`src/rtl/reg_file_mp.sv`:
```
// reg_file_mp: multi-port register file with 2 synchronous read ports,
// 2 byte-enabled write ports and a per-register pending scoreboard.
// Write port 1 wins per byte lane when both ports hit the same register.
// BYPASS selects pre-edge (0) or post-edge (1) read data and pending flags.
// R0_ZERO makes register 0 a constant zero that never goes pending.
module reg_file_mp #(
  parameter int WIDTH   = 16,
  parameter int ADDR_W  = 3,
  parameter int BYPASS  = 0,
  parameter int R0_ZERO = 0
) (
  input  logic                I_clk,
  input  logic                I_rst_n,
  input  logic                I_en,
  input  logic [ADDR_W-1:0]   I_selA,
  input  logic [ADDR_W-1:0]   I_selB,
  output logic [WIDTH-1:0]    O_dataA,
  output logic [WIDTH-1:0]    O_dataB,
  output logic                O_pendA,
  output logic                O_pendB,
  input  logic                I_we0,
  input  logic [ADDR_W-1:0]   I_selD0,
  input  logic [WIDTH-1:0]    I_dataD0,
  input  logic [WIDTH/8-1:0]  I_be0,
  input  logic                I_we1,
  input  logic [ADDR_W-1:0]   I_selD1,
  input  logic [WIDTH-1:0]    I_dataD1,
  input  logic [WIDTH/8-1:0]  I_be1,
  input  logic                I_lock,
  input  logic [ADDR_W-1:0]   I_selL
);

  localparam int NB    = WIDTH / 8;
  localparam int DEPTH = 2 ** ADDR_W;

  logic [WIDTH-1:0] regs_q [DEPTH];
  logic [WIDTH-1:0] regs_d [DEPTH];
  logic [DEPTH-1:0] pend_q;
  logic [DEPTH-1:0] pend_d;
  logic [WIDTH-1:0] data_a_q;
  logic [WIDTH-1:0] data_a_d;
  logic [WIDTH-1:0] data_b_q;
  logic [WIDTH-1:0] data_b_d;
  logic             pend_a_q;
  logic             pend_a_d;
  logic             pend_b_q;
  logic             pend_b_d;

  // Merge both write ports lane by lane and update the pending scoreboard.
  always_comb begin
    regs_d = regs_q;
    pend_d = pend_q;
    if (I_en) begin
      for (int r = 0; r < DEPTH; r++) begin
        if ((R0_ZERO != 0) && (r == 0)) begin
          // Register 0 is hard-wired: drop writes and locks.
          regs_d[r] = {WIDTH{1'b0}};
          pend_d[r] = 1'b0;
        end else begin
          for (int i = 0; i < NB; i++) begin
            if (I_we1 && (I_selD1 == ADDR_W'(r)) && I_be1[i]) begin
              regs_d[r][8*i +: 8] = I_dataD1[8*i +: 8];
            end else if (I_we0 && (I_selD0 == ADDR_W'(r)) && I_be0[i]) begin
              regs_d[r][8*i +: 8] = I_dataD0[8*i +: 8];
            end else begin
              regs_d[r][8*i +: 8] = regs_q[r][8*i +: 8];
            end
          end
          // A lock in the same cycle as the write-back keeps the register pending.
          if (I_lock && (I_selL == ADDR_W'(r))) begin
            pend_d[r] = 1'b1;
          end else if ((I_we0 && (I_selD0 == ADDR_W'(r)) && (|I_be0)) ||
                       (I_we1 && (I_selD1 == ADDR_W'(r)) && (|I_be1))) begin
            pend_d[r] = 1'b0;
          end else begin
            pend_d[r] = pend_q[r];
          end
        end
      end
    end else begin
      regs_d = regs_q;
      pend_d = pend_q;
    end
  end

  // Select read data and pending flags from pre-edge or post-edge state.
  always_comb begin
    data_a_d = data_a_q;
    data_b_d = data_b_q;
    pend_a_d = pend_a_q;
    pend_b_d = pend_b_q;
    if (I_en) begin
      if (BYPASS != 0) begin
        data_a_d = regs_d[I_selA];
        data_b_d = regs_d[I_selB];
        pend_a_d = pend_d[I_selA];
        pend_b_d = pend_d[I_selB];
      end else begin
        data_a_d = regs_q[I_selA];
        data_b_d = regs_q[I_selB];
        pend_a_d = pend_q[I_selA];
        pend_b_d = pend_q[I_selB];
      end
    end else begin
      data_a_d = data_a_q;
      data_b_d = data_b_q;
      pend_a_d = pend_a_q;
      pend_b_d = pend_b_q;
    end
  end

  // State and output registers with synchronous active-low reset.
  always_ff @(posedge I_clk) begin
    if (!I_rst_n) begin
      for (int r = 0; r < DEPTH; r++) begin
        regs_q[r] <= {WIDTH{1'b0}};
      end
      pend_q   <= {DEPTH{1'b0}};
      data_a_q <= {WIDTH{1'b0}};
      data_b_q <= {WIDTH{1'b0}};
      pend_a_q <= 1'b0;
      pend_b_q <= 1'b0;
    end else begin
      regs_q   <= regs_d;
      pend_q   <= pend_d;
      data_a_q <= data_a_d;
      data_b_q <= data_b_d;
      pend_a_q <= pend_a_d;
      pend_b_q <= pend_b_d;
    end
  end

  assign O_dataA = data_a_q;
  assign O_dataB = data_b_q;
  assign O_pendA = pend_a_q;
  assign O_pendB = pend_b_q;

endmodule

```
`config.mk`:
```
export PLATFORM = sky130hd
export DESIGN_NAME = reg_file_mp
export DESIGN_NICKNAME = d
export VERILOG_FILES = /design/src/rtl/reg_file_mp.sv
export SDC_FILE = /design/constraint.sdc
export NUM_CORES = 1
export LEC_CHECK = 0
export BUFFER_PORTS_ARGS = -buffer_cell sky130_fd_sc_hd__buf_4
export CAP_MARGIN = 10
export CORE_AREA = 2 2 156 158
export CTS_CLUSTER_SIZE = 20
export DETAILED_ROUTE_END_ITERATION = 8
export DIE_AREA = 0 0 158 160
export PLACE_DENSITY_LB_ADDON = 0.2
export SYNTH_ARGS = -nofsm -noshare
export SYNTH_HDL_FRONTEND = slang
export SYNTH_SLANG_ARGS = --single-unit
```
`constraint.sdc`:
```
create_clock -name I_clk -period 2.8 [get_ports I_clk]
set_clock_uncertainty 0.2 [all_clocks]
set_input_delay 0.28 -clock I_clk [delete_from_list [all_inputs] [get_ports I_clk]]
set_output_delay 0.28 -clock I_clk [all_outputs]
set_load 0.05 [all_outputs]
```
Word-level counts from Yosys, hierarchy flattened
Cells that the tools add are included.
- register bits after elaboration: 170
- bits of input ports: 57
- logic and storage cells: 246
- output and inout bits: 34
- magnitude comparators: 4
- multiplexer cells: 58
- reductions and logical operators: 133
- bitwise gates (word level): 2
- equal/unequal tests: 21
- operator list (operator ; number):
    $mux 8 ; 32
    $bmux 16 s3 ; 2
    $logic_and 1x1->1 ; 72
    $mux 16 ; 4
    $reduce_and 2->1 ; 24
    $reduce_bool 2->1 ; 24
    $eq 3x3->1 const B ; 12
    $eq 3x2->1 const B ; 6
    $mux 1 ; 18
    $eq 3x1->1 const B ; 3
    $logic_not 3->1 ; 3
    $ge 4x4->1 const B ; 2
    $logic_or 1x1->1 ; 8
    $lt 3x4->1 const B ; 2
    $not 3->4 ; 2
    $bmux 1 s3 ; 2
    $reduce_or 2->1 ; 2

Logic depth before layout (Yosys ltp)
- word-level depth: 6
- gate-level depth with buffers: 7
- mapped depth without buffers: 3

Worst setup path after synthesis
No wires, ideal clock.
- path type: input-to-reg
- start: input I_selA[2]
- end: register data_a_q[10] (netlist: O_dataA[10])
- setup time: 0.117 ns
- setup slack: 0.998 ns
- path buffers: 2
- arrival time: 1.485 ns
- stages on the path: 5
- cell sequence: buf_2 -> buf_2 -> mux4_2 -> o22ai_1 -> nor2_1
- word-level cells in the longest chain between the ends: 4
- ends and longest elaborated chain (element ; line ; source):
    start, declared ; 15 ; input logic [ADDR_W-1:0] I_selA,
    $not 3->4 (not written as such) ; 99 ; data_a_d = regs_q[I_selA];
    $bmux 16 s3 ; 99 ;
    $mux 16 (not written as such) (2 in a row) ; 99 ;
    end signal, assigned ; 119 ; data_a_q <= {WIDTH{1'b0}};
    end signal, assigned ; 126 ; data_a_q <= data_a_d;
    end, declared ; 40 ; logic [WIDTH-1:0] data_a_q;
Every way passes these cells. The select of a mux whose other input is x is not followed.
A chain may end at the register's enable or synchronous reset.

Worst setup path in the final report
- start: input I_selD0[2]
- end: register regs_q[6] (netlist name)
- word-level cells in the longest chain between the ends: 5
- ends and longest elaborated chain (element ; line ; source):
    start, declared ; 22 ; input logic [ADDR_W-1:0] I_selD0,
    $eq 3x3->1 ; 63 ; end else if (I_we0 && (I_selD0 == ADDR_W'(r)) && I_be0[i]) begin
    $logic_and 1x1->1 (2 in a row) ; 63 ;
    $reduce_bool 2->1 (no line) ; n/a ;
    $reduce_and 2->1 (no line) ; n/a ;
    end signal, assigned by index ; 116 ; regs_q[r] <= {WIDTH{1'b0}};
    end signal, assigned ; 124 ; regs_q <= regs_d;
    end, declared ; 36 ; logic [WIDTH-1:0] regs_q [DEPTH];
Every way passes these cells.

==> qor.txt <==
Status - finished clean
Overflow after GRT - 0
Dpl ws - 0.6026 ns
Commonest non-fill, non-tap cell in the layout - dfxtp_1
WL per Instance - 27.06 um
Min cycle time layout - 2.323 ns
DIE AREA - 25280 um2
# Max-Cap Violations - 0
CTS tree - yes
Avg Cell Area, Syn - 9.730 um2
Crit end category - flip-flop
First-pass GRT wire length - 58550 um
FP Rows - 57
Inst Count DP - 1360
Vias in the first global route - 9503
# diodes - 0
CP Cell Sequence - buf_4 -> and3_1 -> a22o_1 -> a311oi_1 -> dlygate4sd3_1
Register share of total power - 0.420
Area leader, netlist - dfxtp_1
Max Freq - 430.4 MHz
Worst setup margin - 0.4768 ns
Drt first pass iters - 5
P_sw - 0.001861 W
Sw Share - 0.3065
Worst Path Required - 2.93 ns
R2R Setup Slk - 1.22 ns
Power, Total - 0.006073 W
Main synth FF type - dfxtp_1
Die width - 158 um
Core ar. - 23820 um2
Crit Path Class - in2reg
Async S/R FF share, synth - 0
Max stage delay cell, worst path - a22o_1
Final Instance Count excl. Fillers - 1416
Fin nets - 1136
VDD IR-drop max - 374.4 uV
Worst Setup Start Kind - input pin
Commonest cells after routing, fill and taps aside - dfxtp_1 (170), o21ai_0 (155), buf_4 (136), nand3_1 (69), mux4_2 (68)
Setup Viol. Count Final - 0
Worst stage delay on the critical path - 0.66 ns
Unrepaired setup endpoints after global routing - no
Net Count, Synth - 1132
Clk pwr share - 0.402
Yosys top cell area share - 0.3254
Sink Count - 170
Post-synth EDFFs - 0
CTS resizes - 0
Worst Path Buf+Inv - 2
Layout cells sized above 1 - 0.2821
CTS clk-pin slew, worst paths - 0.07 ns
Worst Tran Pin Value - 0.8672 ns
Worst rel slew slack - 0.4203
Comb pwr share - 0.177
Die Span Y - 160 um
HPWL after DPL - 24240 um
Synth cell types - 48
Largest net degree at the start of global routing - 115
Residual DRC count - 0
# fillers - 2257
Leak - 3.861 nW
Synth top area cells - dfxtp_1 (33%), mux4_2 (15%), o21ai_0 (7.4%), o221a_2 (5.8%), a221oi_1 (5.4%)
Int Pwr - 0.004212 W
Max Root-Sink Buffers - 2
Register area - 3403 um2
Worst-path maximum fanout - 12
Hold WC Path Type - in2reg
TritonCTS buffer count - 17
Initial antenna violation count - 0
Register bit total from synthesis - 170
First DRT Iteration DRCs - 1711
Setup bufs post-CTS - 0
CP arrival - 2.45 ns
Post-CTS Hold Fix Bufs - 24
Gate Count Post-Synth - 1075
Synth warnings - 0
Kind of cell adding the most delay to the critical path - compound AO/OA/AOI/OAI gates
Via density - 7.270
Starting Density - 0.4391
Vias - 10294
Clk_lat worst skew - 0.44 ns
Placer congestion estimate - 0.8830
Antenna viol nets, final - 0
Final Hold Fails - 0
Area growth from synthesis to layout - 13.88%
Sequential area share after synthesis - 0.3254
Post-Route WL - 38320 um
Mapped cell area - 10460 um2
PwrDens - 509.9 nW/um2
H-tree depth - 4
Setup_tns - 0 ns
Slew Viols, Final - 0
Tcrit/Tclk final - 0.8297
Tot GR Track Use - 0.3002
I/O pins - 91
Area of the multi-input gates - 6187 um2
IO buf count - 90
Root Buffer - clkbuf_16
per-stage QoR:
step             util  hold slack, ns  area [um2]
6_report       0.5001         0.01383       11910
4_1_cts        0.5001        0.001192       11910
3_5_place_dp   0.4652          0.2747       11080
3_3_place_gp   0.4652          0.2671       11080
5_1_grt        0.5001        0.007460       11910
2_1_floorplan       -          0.2521       10460
cell usage after synthesis, types with 2 or more instances:
cell and instances:
dfxtp_1 170, o21ai_0 155, buf_2 81, clkbuf_1 69
nand3_1 69, mux4_2 68, a221oi_1 64, a22oi_1 64
a311oi_1 64, o221a_2 54, nor2_1 34, o22ai_1 34
nand2_1 18, buf_4 11, nor2b_1 10, o221a_1 10
a22o_1 8, a32o_1 8, and3b_1 8, clkbuf_2 7
nand3b_1 7, o21ai_1 7, and3_1 5, buf_6 5
o32ai_2 5, and4b_1 4, buf_1 3, nand2b_1 3
nand4b_1 3, nand4bb_1 3, nor4bb_1 3, o32ai_1 3
and2_1 2, and4_1 2
per-layer routing:
metal  GRT usage  up-vias  routed length, um
li1            -     4428                  -
met1      0.4710     5073              17150
met2      0.3978      714              15770
met3     0.08223       79               4615
met4     0.08477        0                784
met5           0        -                  0
final cells by class:
type / count / area share
Clock inverter: 15 / 0.01387
Multi-Input combinational cell: 726 / 0.5194
Clock buffer: 17 / 0.03571
Timing Repair Buffer: 163 / 0.1109
Inverter: 1 / 0.0003151
Tap cell: 324 / 0.03403
Sequential cell: 170 / 0.2857
registers in the layout, summed over array words and instances (netlist names):
register,cells
O_dataA,16
O_dataB,16
O_pendA,1
O_pendB,1
regs_q,128
pend_q,8
power groups by stage:
| stage | registers (W) | logic, W | clock network, W |
|---|---|---|---|
| floorplan | 0.00270 | 0.000595 | 0 |
| global placement | 0.00260 | 0.00102 | 0 |
| detailed placement | 0.00260 | 0.00103 | 0 |
| CTS | 0.00255 | 0.00106 | 0.00244 |
| global route | 0.00256 | 0.00114 | 0.00255 |
| finish | 0.00255 | 0.00108 | 0.00244 |
cells by family after synthesis:
family,synth area share
DFF,0.3254
and+or+nand+nor,0.09988
buffers and inverters,0.08385
muxes,0.1464
AOI/OAI and AO/OA,0.3445
path summary, 6_finish.rpt:
| kind | cells after the start | startpoint | to |
|---|---|---|---|
| max | 5 | I_selD0[2] | regs_q[6]$_SDFFE_PN0P_ |
| min | 3 | I_dataD1[7] | regs_q[23]$_SDFFE_PN0P_ |
| max reg2reg | 3 | regs_q[16]$_SDFFE_PN0P_ | O_dataB[0]$_SDFFE_PN0P_ |
| min reg2reg | 2 | pend_q[5]$_SDFFE_PN0P_ | pend_q[5]$_SDFFE_PN0P_ |
worst min-delay path, stage by stage:
cell and delay, ns:
buf_4 0.16, nand3_1 0.07, a311oi_1 0.08
Note: power is estimated with default switching activity, not from simulation.
